===== src/rtl/alu_cmd_sequencer.sv =====
// Issue stage for the 4-bit ALU: queues commands, drives registered ALU inputs,
// waits for them to settle, then captures one result word behind a valid/ready port.
module alu_cmd_sequencer #(
  parameter int DEPTH  = 4,
  parameter int SETTLE = 1
) (
  input  logic                     clk,
  input  logic                     rst_n,
  input  logic                     cmd_valid,
  output logic                     cmd_ready,
  input  logic [1:0]               cmd_op,
  input  logic [3:0]               cmd_a,
  input  logic [3:0]               cmd_b,
  output logic                     alu_s1,
  output logic                     alu_s0,
  output logic [3:0]               alu_a,
  output logic [3:0]               alu_b,
  input  logic [3:0]               alu_sum,
  input  logic                     alu_carry,
  input  logic                     alu_greater,
  input  logic                     alu_lesser,
  input  logic                     alu_equal,
  input  logic [3:0]               alu_and,
  output logic                     res_valid,
  input  logic                     res_ready,
  output logic [1:0]               res_op,
  output logic [3:0]               res_data,
  output logic                     res_flag,
  output logic                     busy,
  output logic [$clog2(DEPTH):0]   fifo_count
);

  localparam int AW = $clog2(DEPTH);
  localparam int CW = AW + 1;
  localparam int SW = (SETTLE < 2) ? 1 : $clog2(SETTLE + 1);

  typedef enum logic [1:0] {IDLE, DRIVE, CAPTURE, HOLD} state_t;

  state_t          state, state_next;
  logic [9:0]      mem [DEPTH];
  logic [AW-1:0]   wr_ptr, rd_ptr;
  logic [CW-1:0]   count, count_next;
  logic [SW-1:0]   settle_cnt, settle_next;
  logic            push, pop, load, capture;
  logic [9:0]      head;
  logic [3:0]      packed_data;
  logic            packed_flag;

  assign push       = cmd_valid && cmd_ready;
  assign head       = mem[rd_ptr];
  assign busy       = (state != IDLE) || (count != '0);
  assign fifo_count = count;

  always_comb begin
    state_next  = state;
    settle_next = settle_cnt;
    pop         = 1'b0;
    load        = 1'b0;
    capture     = 1'b0;
    case (state)
      IDLE: begin
        if (count != '0) begin
          pop         = 1'b1;
          load        = 1'b1;
          settle_next = SW'(SETTLE);
          state_next  = DRIVE;
        end
      end
      DRIVE: begin
        if (settle_cnt == SW'(1)) state_next = CAPTURE;
        else                      settle_next = settle_cnt - SW'(1);
      end
      CAPTURE: begin
        capture    = 1'b1;
        state_next = HOLD;
      end
      HOLD: begin
        // The next queued command is loaded on the same edge the result is taken.
        if (res_valid && res_ready) begin
          if (count != '0) begin
            pop         = 1'b1;
            load        = 1'b1;
            settle_next = SW'(SETTLE);
            state_next  = DRIVE;
          end else begin
            state_next  = IDLE;
          end
        end
      end
      default: state_next = IDLE;
    endcase
  end

  always_comb begin
    count_next = count;
    case ({push, pop})
      2'b10:   count_next = count + CW'(1);
      2'b01:   count_next = count - CW'(1);
      default: count_next = count;
    endcase
  end

  always_comb begin
    packed_data = 4'h0;
    packed_flag = 1'b0;
    case ({alu_s1, alu_s0})
      2'b00, 2'b01: begin
        packed_data = alu_sum;
        packed_flag = alu_carry;
      end
      2'b10:   packed_data = {1'b0, alu_greater, alu_lesser, alu_equal};
      default: packed_data = alu_and;
    endcase
  end

  always_ff @(posedge clk) begin
    if (push) mem[wr_ptr] <= {cmd_op, cmd_a, cmd_b};
  end

  // Ready is registered so a pop from a full queue cannot open the input that cycle.
  always_ff @(posedge clk or negedge rst_n) begin
    if (!rst_n) begin
      wr_ptr    <= '0;
      rd_ptr    <= '0;
      count     <= '0;
      cmd_ready <= 1'b0;
    end else begin
      if (push) wr_ptr <= wr_ptr + AW'(1);
      if (pop)  rd_ptr <= rd_ptr + AW'(1);
      count     <= count_next;
      cmd_ready <= (count_next != CW'(DEPTH));
    end
  end

  always_ff @(posedge clk or negedge rst_n) begin
    if (!rst_n) begin
      state      <= IDLE;
      settle_cnt <= '0;
    end else begin
      state      <= state_next;
      settle_cnt <= settle_next;
    end
  end

  always_ff @(posedge clk or negedge rst_n) begin
    if (!rst_n) begin
      alu_s1 <= 1'b0;
      alu_s0 <= 1'b0;
      alu_a  <= 4'h0;
      alu_b  <= 4'h0;
    end else if (load) begin
      {alu_s1, alu_s0, alu_a, alu_b} <= head;
    end else if (state_next == IDLE) begin
      alu_s1 <= 1'b0;
      alu_s0 <= 1'b0;
      alu_a  <= 4'h0;
      alu_b  <= 4'h0;
    end
  end

  always_ff @(posedge clk or negedge rst_n) begin
    if (!rst_n) begin
      res_valid <= 1'b0;
      res_op    <= 2'b00;
      res_data  <= 4'h0;
      res_flag  <= 1'b0;
    end else if (capture) begin
      res_valid <= 1'b1;
      res_op    <= {alu_s1, alu_s0};
      res_data  <= packed_data;
      res_flag  <= packed_flag;
    end else if (res_valid && res_ready) begin
      res_valid <= 1'b0;
    end
  end

endmodule


===== config.mk =====
export PLATFORM = sky130hd
export DESIGN_NAME = alu_cmd_sequencer
export DESIGN_NICKNAME = d
export VERILOG_FILES = /design/src/rtl/alu_cmd_sequencer.sv
export SDC_FILE = /design/constraint.sdc
export NUM_CORES = 1
export LEC_CHECK = 0
export BUFFER_PORTS_ARGS = -buffer_cell sky130_fd_sc_hd__clkbuf_2
export CAP_MARGIN = 30
export CORE_UTILIZATION = 45
export DETAILED_ROUTE_END_ITERATION = 16
export GPL_ROUTABILITY_DRIVEN = 0
export PLACE_DENSITY = 0.65
export SKIP_LAST_GASP = 1
export SLEW_MARGIN = 10
export SYNTH_ARGS = -nofsm -noshare
export SYNTH_HDL_FRONTEND = slang
export SYNTH_SLANG_ARGS = --single-unit

===== constraint.sdc =====
create_clock -name clk -period 4 [get_ports clk]
set_input_delay 0.4 -clock clk [delete_from_list [all_inputs] [get_ports clk]]
set_output_delay 0.4 -clock clk [all_outputs]
set_load 0.03 [all_outputs]

# Word level (Yosys, flattened, before mapping)
# Memory sizes are Yosys's and may differ from the RTL's.
# Cells that the tools add are included.
# totals
reg_bits	29
mem_bits_ro	0
out_inout_bits	23
latchBits	0
input_bits	26
ram_bits	40
n_memories	1
wordCells	68
# classes
reduce_logical	13
bitwise_logic	0
n_eq_ne	9
shift	0
order_cmp	0
n_addsub	5
mux	26
div_mod_pow	0
mul	0
# memory_table
memory	depth	width	read_ports	rd_ports_with_merged_regs	wr	line_no	source
mem	4	10	1	0	1	40	logic [9:0] mem [DEPTH];
# op_table
op	n
$mux W1	15
$mux W4	3
$eq A2 B2 Y1 const B	4
$pmux W2 S4	1
$pmux W4 S2	1
$eq A2 B1 Y1 const B	3
$logic_not A2 Y1	3
$mux W2	3
$pmux W3 S2	1
$reduce_bool A2 Y1	3
$reduce_bool A3 Y1	2
$add A2 B1 Y2 const B	2
$add A3 B1 Y3 const B	1
$ne A3 B3 Y1 const B	1
$pmux W1 S3	1
$sub A3 B1 Y3 const B	1
$logic_and A1 B1 Y1	2
$ne A2 B2 Y1 const B	1
$pmux W1 S2	1
$reduce_and A2 Y1	1
$reduce_or A2 Y1	1
$logic_or A1 B1 Y1	1
$sub A1 B1 Y1 const B	1

# Depth between registers and ports, before layout
# Gate-level depths: netlist (run 1).
# depth
ltp_word	7
mapped_depth	13
ltp_nobuf	12

# Worst setup path before layout (run 1)
# OpenSTA, ideal clock, no wires.
# synth_timing
kind	reg2reg
startpoint	register state[0]
endpoint	register cmd_ready
setup_ps	125
period_less_slack_ps	2561
path_stages_with_launch	13
t_arrival_ps	2436
slack_ps	1439
cell_sequence	dfrtp_1 -> inv_1 -> ha_1 -> or3_1 -> inv_1 -> buf_4 -> ha_1 -> inv_1 -> fa_1 -> xor2_1 -> nor2_1 -> xor2_1 -> nand2_1
# synth_via
elab_chain_len	5
# synth_lines
element	line_no	source
start, declared	39	state_t state, state_next;
start signal, assigned	140	state <= state_next;
$eq A2 B2 Y1 or $logic_not A2 Y1 (tied branches)	n/a	
$pmux W1 S2 *	n/a	
named net load	44	logic push, pop, load, capture;
$eq A2 B1 Y1 or $eq A2 B2 Y1 (tied branches)	96	case ({push, pop})
$pmux W3 S2 *	96	
named net count_next[2]	42	logic [CW-1:0] count, count_next;
$ne A3 B3 Y1 *	131	cmd_ready <= (count_next != CW'(DEPTH));
end signal, assigned	131	
end, declared	10	output logic cmd_ready,
# Mark *: on every way through the listed nets, which the timed path passes. The rest lies on a longest branch.
# A chain may end at the register's enable or synchronous reset.

# Worst setup path in the final report (run 1)
# layout_timing
startpoint	register state[0]
endpoint	register cmd_ready
# layout_via
elab_chain_len	5
# layout_lines
element	line_no	source
$eq A2 B2 Y1 or $logic_not A2 Y1 (tied branches)	60	case (state)
$pmux W1 S2 *	60	
$eq A2 B1 Y1 or $eq A2 B2 Y1 (tied branches)	96	
$pmux W3 S2 *	96	
named net count_next[2]	42	
$ne A3 B3 Y1 *	131	
# Marked as above.

==> impl_metrics.prom, run 1 <==
# TYPE chip_impl_metric gauge
chip_impl_info{name="outcome",value="finished clean"} 1
chip_impl_metric{name="timing.hold.ws",unit="ps"} 97.0
chip_impl_metric{name="leakage",unit="nW"} 1.44
chip_impl_info{name="cts-root-buf",value="clkbuf_8"} 1
chip_impl_metric{name="route.vias.total",unit=""} 1701
chip_impl_metric{name="postSynthCellCount",unit=""} 199
chip_impl_metric{name="clk_pin_slew",unit="ps"} 90
chip_impl_metric{name="clkSinkCount",unit=""} 69
chip_impl_info{name="setup.worst_path.start_class",value="register"} 1
chip_impl_metric{name="floorplan.io_pins",unit=""} 49
chip_impl_metric{name="num_antenna_cells",unit=""} 0
chip_impl_metric{name="post_cts.resized_instances",unit=""} 0
chip_impl_metric{name="dieWidth",unit="um"} 83.2
chip_impl_metric{name="setup_viol",unit=""} 0
chip_impl_info{name="critical_path_class",value="register to register"} 1
chip_impl_metric{name="mappedNetlistNets",unit=""} 237
chip_impl_metric{name="yosys.area_share.simple",unit="%"} 7.84
chip_impl_metric{name="ir_drop",unit="mV"} 0.437
chip_impl_metric{name="grt_overflow_total",unit=""} 0
chip_impl_info{name="synth.area.top_cells",value="edfxtp_1 40%, dfrtp_1 24%, mux4_2 7.6%"} 1
chip_impl_metric{name="hold_violations",unit=""} 0
chip_impl_metric{name="routed_wirelength",unit="mm"} 5.00
chip_impl_metric{name="yosys.area_share.xor_xnor",unit="%"} 1.77
chip_impl_metric{name="post-synth-top-area-fraction",unit="%"} 40.5
chip_impl_metric{name="synth_enable_flop_cells",unit=""} 40
chip_impl_metric{name="pwr_density_cell",unit="nW/um^2"} 786
chip_impl_metric{name="yosys_warnings",unit=""} 0
chip_impl_metric{name="syn_avg_cell_area",unit="sq um"} 14.9
chip_impl_metric{name="synth.lib_cells_used.distinct",unit=""} 35
chip_impl_metric{name="grt_antenna_before_repair",unit=""} 0
chip_impl_info{name="clock_tree_from_tritoncts",value="built"} 1
chip_impl_info{name="hold_class",value="input port to asynchronous set/reset pin"} 1
chip_impl_metric{name="first_global_vias",unit=""} 1748
chip_impl_metric{name="area_delta_synth_final",unit="%"} 16.3
chip_impl_metric{name="first_pass_grt_wire_length",unit="mm"} 8.57
chip_impl_info{name="ys_dominant_reg_cell",value="edfxtp_1"} 1
chip_impl_metric{name="routedWlPerCell",unit="um"} 15.0
chip_impl_metric{name="crit_fanout",unit=""} 12
chip_impl_metric{name="upper_clock_frequency_limit",unit="GHz"} 0.323
chip_impl_metric{name="synth.cell_area",unit="sq um"} 2970
chip_impl_metric{name="asyncSetResetFlopFracSynth",unit="%"} 42.0
chip_impl_metric{name="layout.nets",unit=""} 289
chip_impl_metric{name="route.detailed.drc",unit=""} 0
chip_impl_metric{name="die_height",unit="um"} 83.2
chip_impl_metric{name="fp.coreArea",unit="sq um"} 6350
chip_impl_metric{name="grt_use_total",unit="%"} 16.4
chip_impl_metric{name="finalCritPeriodShare",unit="%"} 77.4
chip_impl_metric{name="detail-route-antenna-nets",unit=""} 0
chip_impl_metric{name="first_iter_violations",unit=""} 126
chip_impl_metric{name="worst_slew_pin_slew",unit="ps"} 725
chip_impl_metric{name="postCtsHoldBufs",unit=""} 0
chip_impl_metric{name="final.setup.tns",unit="ps"} 0
chip_impl_metric{name="dieArea",unit="sq um"} 6930
chip_impl_metric{name="timing.max_slew.rel_slack",unit="%"} 51.7
chip_impl_metric{name="cts_max_path_buffers",unit=""} 2
chip_impl_info{name="yosys.area.top_type",value="edfxtp_1"} 1
chip_impl_metric{name="timing.critical_path.required",unit="ps"} 4230
chip_impl_metric{name="final_core_util",unit="%"} 54.4
chip_impl_metric{name="slew_viol_final",unit=""} 0
chip_impl_metric{name="total_power",unit="mW"} 2.71
chip_impl_metric{name="floorplan.initialDensity",unit="%"} 46.8
chip_impl_metric{name="fin_skew",unit="ps"} 9.10
chip_impl_metric{name="drive_above_1_share",unit="%"} 34.4
chip_impl_info{name="synth.cells.most_frequent",value="40 x edfxtp_1, 29 x dfrtp_1, 25 x nand2_1, 11 x ha_1"} 1
chip_impl_metric{name="cts_htree_levels",unit=""} 3
chip_impl_metric{name="worst_skew_pair.late_latency",unit="ps"} 340
chip_impl_metric{name="firstDrtPassIters",unit=""} 4
chip_impl_metric{name="cts-buffers-inserted",unit=""} 9
chip_impl_metric{name="synth_seq_area_share",unit="%"} 64.9
chip_impl_metric{name="worstPathArrival",unit="ps"} 3320
chip_impl_metric{name="grt_start_max_net_pins",unit=""} 30
chip_impl_metric{name="placement.io_buffers",unit=""} 48
chip_impl_metric{name="hpwlAfterDp",unit="mm"} 3.47
chip_impl_metric{name="synth_compound_area_share",unit="%"} 6.62
chip_impl_info{name="worstSetupEndpointType",value="register"} 1
chip_impl_metric{name="post_synth_fa_ha_maj_area_fraction",unit="%"} 5.31
chip_impl_info{name="post-synth-top-count-cell",value="edfxtp_1"} 1
chip_impl_metric{name="row_count",unit=""} 29
chip_impl_metric{name="post-route-min-period",unit="ps"} 3100
chip_impl_info{name="rsz0062_at_grt",value="false"} 1
chip_impl_metric{name="post-cts-setup-buffers",unit=""} 0
chip_impl_metric{name="drt-vias-per-instance",unit=""} 5.11
chip_impl_metric{name="post_synth_mux_area_share",unit="%"} 10.9
chip_impl_metric{name="max_cap_viol_count",unit=""} 0
chip_impl_info{name="synth_top_family_by_area",value="multiplexers"} 1
chip_impl_metric{name="ffs_latches_synth",unit=""} 69
## area by class of cell
cell class                      count  area [sq um]
Multi-Input combinational cell    113           962
Sequential cell                    69          1930
Clock inverter                      7          65.1
Tap cell                           77          96.3
Timing Repair Buffer               48           240
Fill cell                         511          2900
Inverter                           10          37.5
Clock buffer                        9           124
## cell families after synthesis
family / after synthesis
compound gates: 28
xor+xnor: 6
fa+ha+maj: 12
buf+inv: 17
flops: 69
mux: 19
simple gates: 48
## flip-flops by register name (all words and copies together), names as in the netlist
register / flops
rd_ptr: 2
alu_b: 4
cmd_ready: 1
res_op: 2
alu_s0: 1
fifo_count: 3
mem: 40
state: 2
res_valid: 1
res_flag: 1
res_data: 4
wr_ptr: 2
alu_s1: 1
alu_a: 4
settle_cnt: 1
## where the power goes
part	switching, mW	internal, mW	leakage (nW)
registers	0.163	0.960	0.724
logic	0.628	0.422	0.626
clock network	0.300	0.241	0.0947
total	1.09	1.62	1.44
## cell usage in the layout, fill, tap and decap left out, drive strengths merged, types with 2 or more instances in the layout
cell type / count
mux2: 6
inv: 15
or3: 2
xnor2: 4
xor2: 2
ha: 11
a21oi: 5
nand2: 25
dfrtp: 29
nor2: 9
nand3: 3
and3: 4
o21ai: 15
mux2i: 3
clkbuf: 57
mux4: 10
a31oi: 2
nand2b: 3
edfxtp: 40
## stage by stage
step | worst slack, ps | instances | instance area [sq um]
after floorplan | 1440 | 199 | 2970
after global placement | 1050 | 317 | 3260
after detailed placement | 921 | 317 | 3260
after CTS | 890 | 333 | 3450
after global routing | 705 | 333 | 3450
final | 903 | 333 | 3450
## routing by layer
layer / GRT usage, % / part of all wire, %
met5: 0 / 0
met4: 8.46 / 1.7
met3: 4.47 / 5.3
met2: 24.1 / 47
met1: 22.4 / 46
## final timing paths
path / from / to / slack (ps) / cells past startpoint
worst max-delay path: state[0] / cmd_ready / 900 / 11
worst min-delay path: rst_n / res_valid / 100 / 1
worst max register to register: state[0] / cmd_ready / 900 / 11
worst min register to register: res_op[1] / res_op[1] / 510 / 1
max in group asynchronous: rst_n / res_data[1] / 3430 / 1
min in group clk: cmd_a[3] / mem[3][7] / 270 / 1
## critical path, stage by stage, from the launching register on
cell	delay, ps
dfrtp_1	420
inv_1	170
ha_1	250
or3_1	560
inv_1	350
ha_1	250
inv_1	60
fa_1	370
xor2_1	150
nor2_1	110
xor2_1	200
nand2_1	90
(Power assumes the default switching activity.)
==> inputs of run 2 (changes only) <==
PLACE_DENSITY = 0.68   (was 0.65)
clock period = 2.58 ns   (was 4 ns; I/O delays follow)
==> run 2 against run 1 <==
  * Clock skew shrank 2.0 ps
  * Clock power grew 64%
  * Critical path depth is the same
  * Hold slack gained 40 ps
  * Largest cell class unchanged
  * First-iteration DRC count grew 1.6%
  * Largest power group unchanged
  * Cell count grew 1.5%
  * Via count grew 0.71%
  * Global-route usage is essentially flat
  * Sequential share of layout area shrank 0.99 points
  * Count of clock-buffer cells in the layout is the same
  * Fmax grew 26%
  * Core utilization grew 0.99 points
==> impl_metrics.prom, run 2 (synthesis gave the netlist of run 1 again) <==
# TYPE chip_impl_metric gauge
chip_impl_metric{name="die_height",unit="um"} 83.2
chip_impl_metric{name="combPwrFrac",unit="%"} 39.5
chip_impl_metric{name="route.vias.total",unit=""} 1713
chip_impl_info{name="cts-root-buf",value="clkbuf_8"} 1
chip_impl_metric{name="first_iter_violations",unit=""} 128
chip_impl_metric{name="row_count",unit=""} 29
chip_impl_info{name="hold_path_end",value="mem[3][2]"} 1
chip_impl_metric{name="grt_antenna_before_repair",unit=""} 0
chip_impl_info{name="critical_path.reg2reg.startpoint",value="state[1]"} 1
chip_impl_metric{name="largest_reg_flops",unit=""} 40
chip_impl_metric{name="p_int",unit="mW"} 2.66
chip_impl_metric{name="hold_violations",unit=""} 0
chip_impl_metric{name="layout.nets",unit=""} 294
chip_impl_metric{name="leakage",unit="nW"} 1.47
chip_impl_metric{name="timing.hold.ws",unit="ps"} 137
chip_impl_info{name="path_delay_family",value="adder cells"} 1
chip_impl_info{name="crit_path_top_delay_cell",value="dfrtp_1"} 1
chip_impl_metric{name="post-route-min-period",unit="ps"} 2460
chip_impl_metric{name="fp.coreArea",unit="sq um"} 6350
chip_impl_metric{name="sw_frac_of_total",unit="%"} 38.7
chip_impl_info{name="largest-register",value="mem"} 1
chip_impl_metric{name="timing.max_slew.rel_slack",unit="%"} 51.5
chip_impl_info{name="commonest_non_fill_non_tap_cells_in_the_layout",value="48 x clkbuf_2, 40 x edfxtp_1, 29 x dfrtp_1, 25 x nand2_1"} 1
chip_impl_metric{name="first_pass_grt_wire_length",unit="mm"} 8.62
chip_impl_metric{name="number_of_cells_on_the_worst_reg_to_reg_path",unit=""} 11
chip_impl_metric{name="route.detailed.drc",unit=""} 0
chip_impl_metric{name="setup_viol",unit=""} 0
chip_impl_metric{name="routed_wirelength",unit="mm"} 5.08
chip_impl_metric{name="cts_htree_levels",unit=""} 3
chip_impl_metric{name="area_delta_synth_final",unit="%"} 18.4
chip_impl_metric{name="detail-route-antenna-nets",unit=""} 0
chip_impl_metric{name="grt_start_max_net_pins",unit=""} 30
chip_impl_metric{name="grt_use_total",unit="%"} 16.4
chip_impl_metric{name="hpwlAfterDp",unit="mm"} 3.47
chip_impl_metric{name="clkSinkCount",unit=""} 69
chip_impl_info{name="hold_path.startpoint",value="cmd_b[2]"} 1
chip_impl_metric{name="worst_slew_pin_slew",unit="ps"} 727
chip_impl_metric{name="grt_overflow_total",unit=""} 0
chip_impl_metric{name="crit_fanout",unit=""} 4
chip_impl_metric{name="worst_skew_pair.late_latency",unit="ps"} 340
chip_impl_metric{name="timing.critical_path.required",unit="ps"} 2810
chip_impl_metric{name="cts_max_path_buffers",unit=""} 2
chip_impl_metric{name="final.setup.tns",unit="ps"} 0
chip_impl_info{name="critical_path_class",value="register to register"} 1
chip_impl_metric{name="routedWlPerCell",unit="um"} 15.0
chip_impl_metric{name="firstDrtPassIters",unit=""} 4
chip_impl_info{name="worstSetupEndpointType",value="register"} 1
chip_impl_metric{name="critical_path_buf_inv_count",unit=""} 3
chip_impl_info{name="rsz0062_at_grt",value="false"} 1
chip_impl_metric{name="netSwitchingPower",unit="mW"} 1.68
chip_impl_metric{name="pwr_density_cell",unit="nW/um^2"} 1230
chip_impl_metric{name="p_clk_share",unit="%"} 20.4
chip_impl_info{name="setup.worst_path.start_class",value="register"} 1
chip_impl_metric{name="first_global_vias",unit=""} 1727
chip_impl_metric{name="ir_drop",unit="mV"} 0.667
chip_impl_info{name="most_frequent_standard_cell_in_the_layout_excluding_fill_and_tap_cells",value="clkbuf_2"} 1
chip_impl_metric{name="clk_pin_slew",unit="ps"} 80
chip_impl_metric{name="fin_skew",unit="ps"} 7.09
chip_impl_metric{name="placement.io_buffers",unit=""} 48
chip_impl_metric{name="p_seq_share",unit="%"} 40.1
chip_impl_metric{name="cpPeakStageDelay",unit="ps"} 410
chip_impl_metric{name="dieArea",unit="sq um"} 6930
chip_impl_metric{name="upper_clock_frequency_limit",unit="GHz"} 0.406
chip_impl_metric{name="drt-vias-per-instance",unit=""} 5.07
chip_impl_metric{name="worstPathArrival",unit="ps"} 2690
chip_impl_info{name="hold_class",value="input port to register"} 1
chip_impl_metric{name="dieWidth",unit="um"} 83.2
chip_impl_metric{name="slew_viol_final",unit=""} 0
chip_impl_info{name="outcome",value="finished clean"} 1
chip_impl_metric{name="finalCritPeriodShare",unit="%"} 95.4
chip_impl_metric{name="regToRegSetupSlack",unit="ps"} 120
chip_impl_info{name="clock_tree_from_tritoncts",value="built"} 1
chip_impl_metric{name="cts-buffers-inserted",unit=""} 9
chip_impl_metric{name="num_antenna_cells",unit=""} 0
chip_impl_metric{name="drive_above_1_share",unit="%"} 36.8
chip_impl_metric{name="floorplan.io_pins",unit=""} 49
chip_impl_metric{name="max_cap_viol_count",unit=""} 0
chip_impl_metric{name="depth_of_the_worst_hold_timing_path",unit=""} 1
chip_impl_info{name="rr_endpoint",value="cmd_ready"} 1
chip_impl_metric{name="worst-path-stages",unit=""} 11
chip_impl_metric{name="floorplan.initialDensity",unit="%"} 46.8
chip_impl_info{name="timing.critical_path.cells",value="inv_2 > ha_1 > or3_4 > inv_2 > ha_2 > inv_1 > fa_1 > xor2_1 > nor2_1 > xor2_1 > nand2_1"} 1
[run 2: area by class of cell]
cell class	count	area (sq um)
tap	77	96.3
clock buffer	9	124
inverter	10	37.5
fill	534	2840
multi-input combinational	113	970
timing repair buffer	53	280
clock inverter	7	80.1
sequential	69	1930
[run 2: metrics by stage]
| stage | util [%] | total power [mW] | worst slack, ps | area [sq um] | instances |
|---|---|---|---|---|---|
| floorplan | - | 3.03 | 19.4 | 2970 | 199 |
| global placement | 51.7 | 3.42 | 116 | 3290 | 320 |
| detailed placement | 51.7 | 3.46 | 47.5 | 3290 | 320 |
| CTS | 55.1 | 4.37 | 25.3 | 3500 | 337 |
| global route | 55.3 | 4.65 | 16.1 | 3510 | 338 |
| finish | 55.3 | 4.34 | 118 | 3510 | 338 |
[run 2: how the worst max path moves through the flow]
stage | to | from
2_1_floorplan | cmd_ready | state[0]
3_3_place_gp | cmd_ready | state[1]
3_5_place_dp | cmd_ready | state[1]
4_1_cts | cmd_ready | state[1]
5_1_grt | cmd_ready | state[1]
6_report | cmd_ready | state[1]
[run 2: metal layers]
layer  wire (um)  up-vias  track usage, %
met5           0        -               0
met2        2350       57            25.0
met3         309        8            3.68
met4          99        0            8.46
met1        2320      814            22.0
li1            -      834               -
[run 2: worst reg2reg max path, delay by kind of cell, from the launching register on]
family        cells  cell delay (ps)
xor+xnor          2              330
fa+ha+maj         3              820
buf+inv           3              210
flops             1              410
simple gates      3              570
[run 2: repair_timing]
item                       4_1_cts  5_1_grt
resized for setup                0        4
hold buffers                     1        0
hold endpoints to repair        29        0
buffers inserted                 0        1
setup endpoints to repair        0        1
[run 2: power by group through the flow]
stage | registers (mW) | logic (mW) | clock network (mW)
finish | 1.74 | 1.71 | 0.887
detailed placement | 1.77 | 1.69 | 0
global placement | 1.76 | 1.66 | 0
global route | 1.80 | 1.89 | 0.971
floorplan | 1.90 | 1.12 | 0
CTS | 1.75 | 1.71 | 0.911
==> inputs of run 3 (changes only) <==
CORE_ASPECT_RATIO = 1.1   (was default)
==> run 3 against run 2 <==
  * Flip-flop and latch count unchanged
  * Global-route usage fell by 0.29 points
  * Via count is 0.82% higher
  * Non-clock buffer count did not move
  * Sequential share of layout area rose by 0.059 points
  * Die area is essentially flat
  * Critical path type unchanged
==> impl_metrics.prom, run 3 (synthesis gave the netlist of run 1 again) <==
# TYPE chip_impl_metric gauge
chip_impl_metric{name="timing.hold.ws",unit="ps"} 128
chip_impl_info{name="rsz0062_at_grt",value="false"} 1
chip_impl_metric{name="dieWidth",unit="um"} 79.4
chip_impl_metric{name="die_height",unit="um"} 87.2
chip_impl_metric{name="dieArea",unit="sq um"} 6930
chip_impl_metric{name="clk_pin_slew",unit="ps"} 80
chip_impl_metric{name="crit_fanout",unit=""} 3
chip_impl_metric{name="routed_wirelength",unit="mm"} 5.03
chip_impl_metric{name="routedWlPerCell",unit="um"} 14.7
chip_impl_info{name="setup.worst_path.start_class",value="register"} 1
chip_impl_metric{name="dp_slack",unit="ps"} 68.3
chip_impl_metric{name="detail-route-antenna-nets",unit=""} 0
chip_impl_metric{name="leakage",unit="nW"} 1.46
chip_impl_metric{name="final.setup.tns",unit="ps"} 0
chip_impl_metric{name="worstPathArrival",unit="ps"} 2660
chip_impl_info{name="largest-register",value="mem"} 1
chip_impl_metric{name="pwr_density_cell",unit="nW/um^2"} 1220
chip_impl_metric{name="worst_skew_pair.late_latency",unit="ps"} 340
chip_impl_metric{name="drive_above_1_share",unit="%"} 36.8
chip_impl_metric{name="fin_skew",unit="ps"} 5.98
chip_impl_info{name="crit_path_top_delay_cell",value="or3_4"} 1
chip_impl_metric{name="max_cap_viol_count",unit=""} 0
chip_impl_metric{name="firstDrtPassIters",unit=""} 4
chip_impl_metric{name="grt_antenna_before_repair",unit=""} 0
chip_impl_metric{name="first_global_vias",unit=""} 1715
chip_impl_metric{name="worst_slew_pin_slew",unit="ps"} 719
chip_impl_info{name="commonest_non_fill_non_tap_cells_in_the_layout",value="48 x clkbuf_2, 40 x edfxtp_1, 29 x dfrtp_1, 25 x nand2_1"} 1
chip_impl_metric{name="route.vias.total",unit=""} 1727
chip_impl_info{name="outcome",value="finished clean"} 1
chip_impl_metric{name="grt_use_total",unit="%"} 16.1
chip_impl_info{name="clock_tree_from_tritoncts",value="built"} 1
chip_impl_info{name="path_delay_family",value="adder cells"} 1
chip_impl_metric{name="first_pass_grt_wire_length",unit="mm"} 8.14
chip_impl_info{name="timing.critical_path.cells",value="inv_1 > ha_1 > or3_4 > inv_2 > ha_4 > inv_1 > fa_1 > xor2_1 > nor2_1 > xor2_1 > nand2_1"} 1
chip_impl_metric{name="multi_input_area",unit="sq um"} 980
chip_impl_info{name="hold_class",value="input port to register"} 1
chip_impl_metric{name="cts_htree_levels",unit=""} 3
chip_impl_metric{name="fp.coreArea",unit="sq um"} 6270
chip_impl_info{name="critical_path_class",value="register to register"} 1
chip_impl_metric{name="hold_violations",unit=""} 0
chip_impl_metric{name="route.detailed.drc",unit=""} 0
chip_impl_metric{name="floorplan.initialDensity",unit="%"} 47.4
chip_impl_metric{name="first_iter_violations",unit=""} 133
chip_impl_metric{name="cts_max_path_buffers",unit=""} 2
chip_impl_metric{name="upper_clock_frequency_limit",unit="GHz"} 0.412
chip_impl_metric{name="clkSinkCount",unit=""} 69
chip_impl_metric{name="ir_drop",unit="mV"} 0.482
chip_impl_metric{name="floorplan.io_pins",unit=""} 49
chip_impl_metric{name="placement.io_buffers",unit=""} 48
chip_impl_metric{name="setup_viol",unit=""} 0
chip_impl_info{name="cts-root-buf",value="clkbuf_8"} 1
chip_impl_metric{name="finalNonFillerCells",unit=""} 341
chip_impl_metric{name="num_antenna_cells",unit=""} 0
chip_impl_metric{name="area_delta_synth_final",unit="%"} 18.2
chip_impl_metric{name="drt-vias-per-instance",unit=""} 5.06
chip_impl_info{name="most_frequent_standard_cell_in_the_layout_excluding_fill_and_tap_cells",value="clkbuf_2"} 1
chip_impl_metric{name="total_power",unit="mW"} 4.28
chip_impl_metric{name="slew_viol_final",unit=""} 0
chip_impl_metric{name="timing.max_slew.rel_slack",unit="%"} 52.1
chip_impl_metric{name="cpPeakStageDelay",unit="ps"} 400
chip_impl_info{name="worstSetupEndpointType",value="register"} 1
chip_impl_metric{name="row_count",unit=""} 30
chip_impl_metric{name="timing.critical_path.required",unit="ps"} 2810
chip_impl_metric{name="post-route-min-period",unit="ps"} 2430
chip_impl_metric{name="cts-buffers-inserted",unit=""} 9
chip_impl_metric{name="layout.nets",unit=""} 294
chip_impl_metric{name="grt_start_max_net_pins",unit=""} 30
chip_impl_metric{name="finalCritPeriodShare",unit="%"} 94.0
chip_impl_metric{name="grt_overflow_total",unit=""} 0
chip_impl_metric{name="hpwlAfterDp",unit="mm"} 3.47
chip_impl_metric{name="filler_cell_count",unit=""} 519
chip_impl_metric{name="sequential_cell_area",unit="sq um"} 1930
chip_impl_metric{name="largest_reg_flops",unit=""} 40
chip_impl_metric{name="critical_path_buf_inv_count",unit=""} 3
chip_impl_metric{name="numPlacedInstances",unit=""} 323
chip_impl_metric{name="post-route-worst-setup-slack",unit="ps"} 155
run 3: changes by cell type in the layout (fill, tap and decap cells not counted), sizes merged:
cell,before,now
inv,13,15
bufinv,1,0
clkinvlp,2,1
run 3: final cells by class:
| class | instances | area share [%] |
|---|---|---|
| clock buffer | 9 | 3.53 |
| multi-input combinational | 113 | 27.9 |
| tap | 80 | 2.85 |
| clock inverter | 7 | 1.78 |
| sequential | 69 | 54.9 |
| timing repair buffer | 53 | 7.98 |
| inverter | 10 | 1.07 |
run 3: path summary, 6_finish.rpt:
check,from,endpoint,slack (ps),cells after the start
min in group asynchronous,rst_n,settle_cnt,500,2
hold / removal,cmd_a[1],mem[0][5],130,1
setup / recovery,state[0],cmd_ready,150,11
setup reg to reg,state[0],cmd_ready,150,11
max in group asynchronous,rst_n,alu_a[2],1620,2
hold reg to reg,res_data[2],res_data[2],510,1
run 3: worst reg2reg max path, stage by stage, from the launching register on:
cell and delay (ps):
dfrtp_1 390, inv_1 70, ha_1 290, or3_4 400, inv_2 90, ha_4 130
inv_1 40, fa_1 360, xor2_1 150, nor2_1 130, xor2_1 190, nand2_1 70
run 3: power by group:
group | internal, mW | switching, mW
clock network | 0.370 | 0.454
registers | 1.49 | 0.258
logic | 0.720 | 0.992
total | 2.58 | 1.70
run 3: what timing repair did:
action | CTS | global route
hold endpoints to repair | 29 | 0
resized for setup | 0 | 5
hold buffers | 1 | 0
setup buffers | 0 | 1
endpoints found under the setup margin | 0 | 2
run 3: through the flow:
stage	util [%]	cell area (sq um)
final	56.0	3510
after global routing	56.0	3510
after CTS	55.6	3490
after detailed placement	52.5	3290
after global placement	52.5	3290
after floorplan	-	2970
run 3: routing by layer:
layer  wire length, um  GRT usage, %  vias up
met4                46          5.45        0
met1              2230          19.7      833
met5                 0             0        -
li1                  -             -      838
met3               257          4.82        6
met2              2500          27.1       50
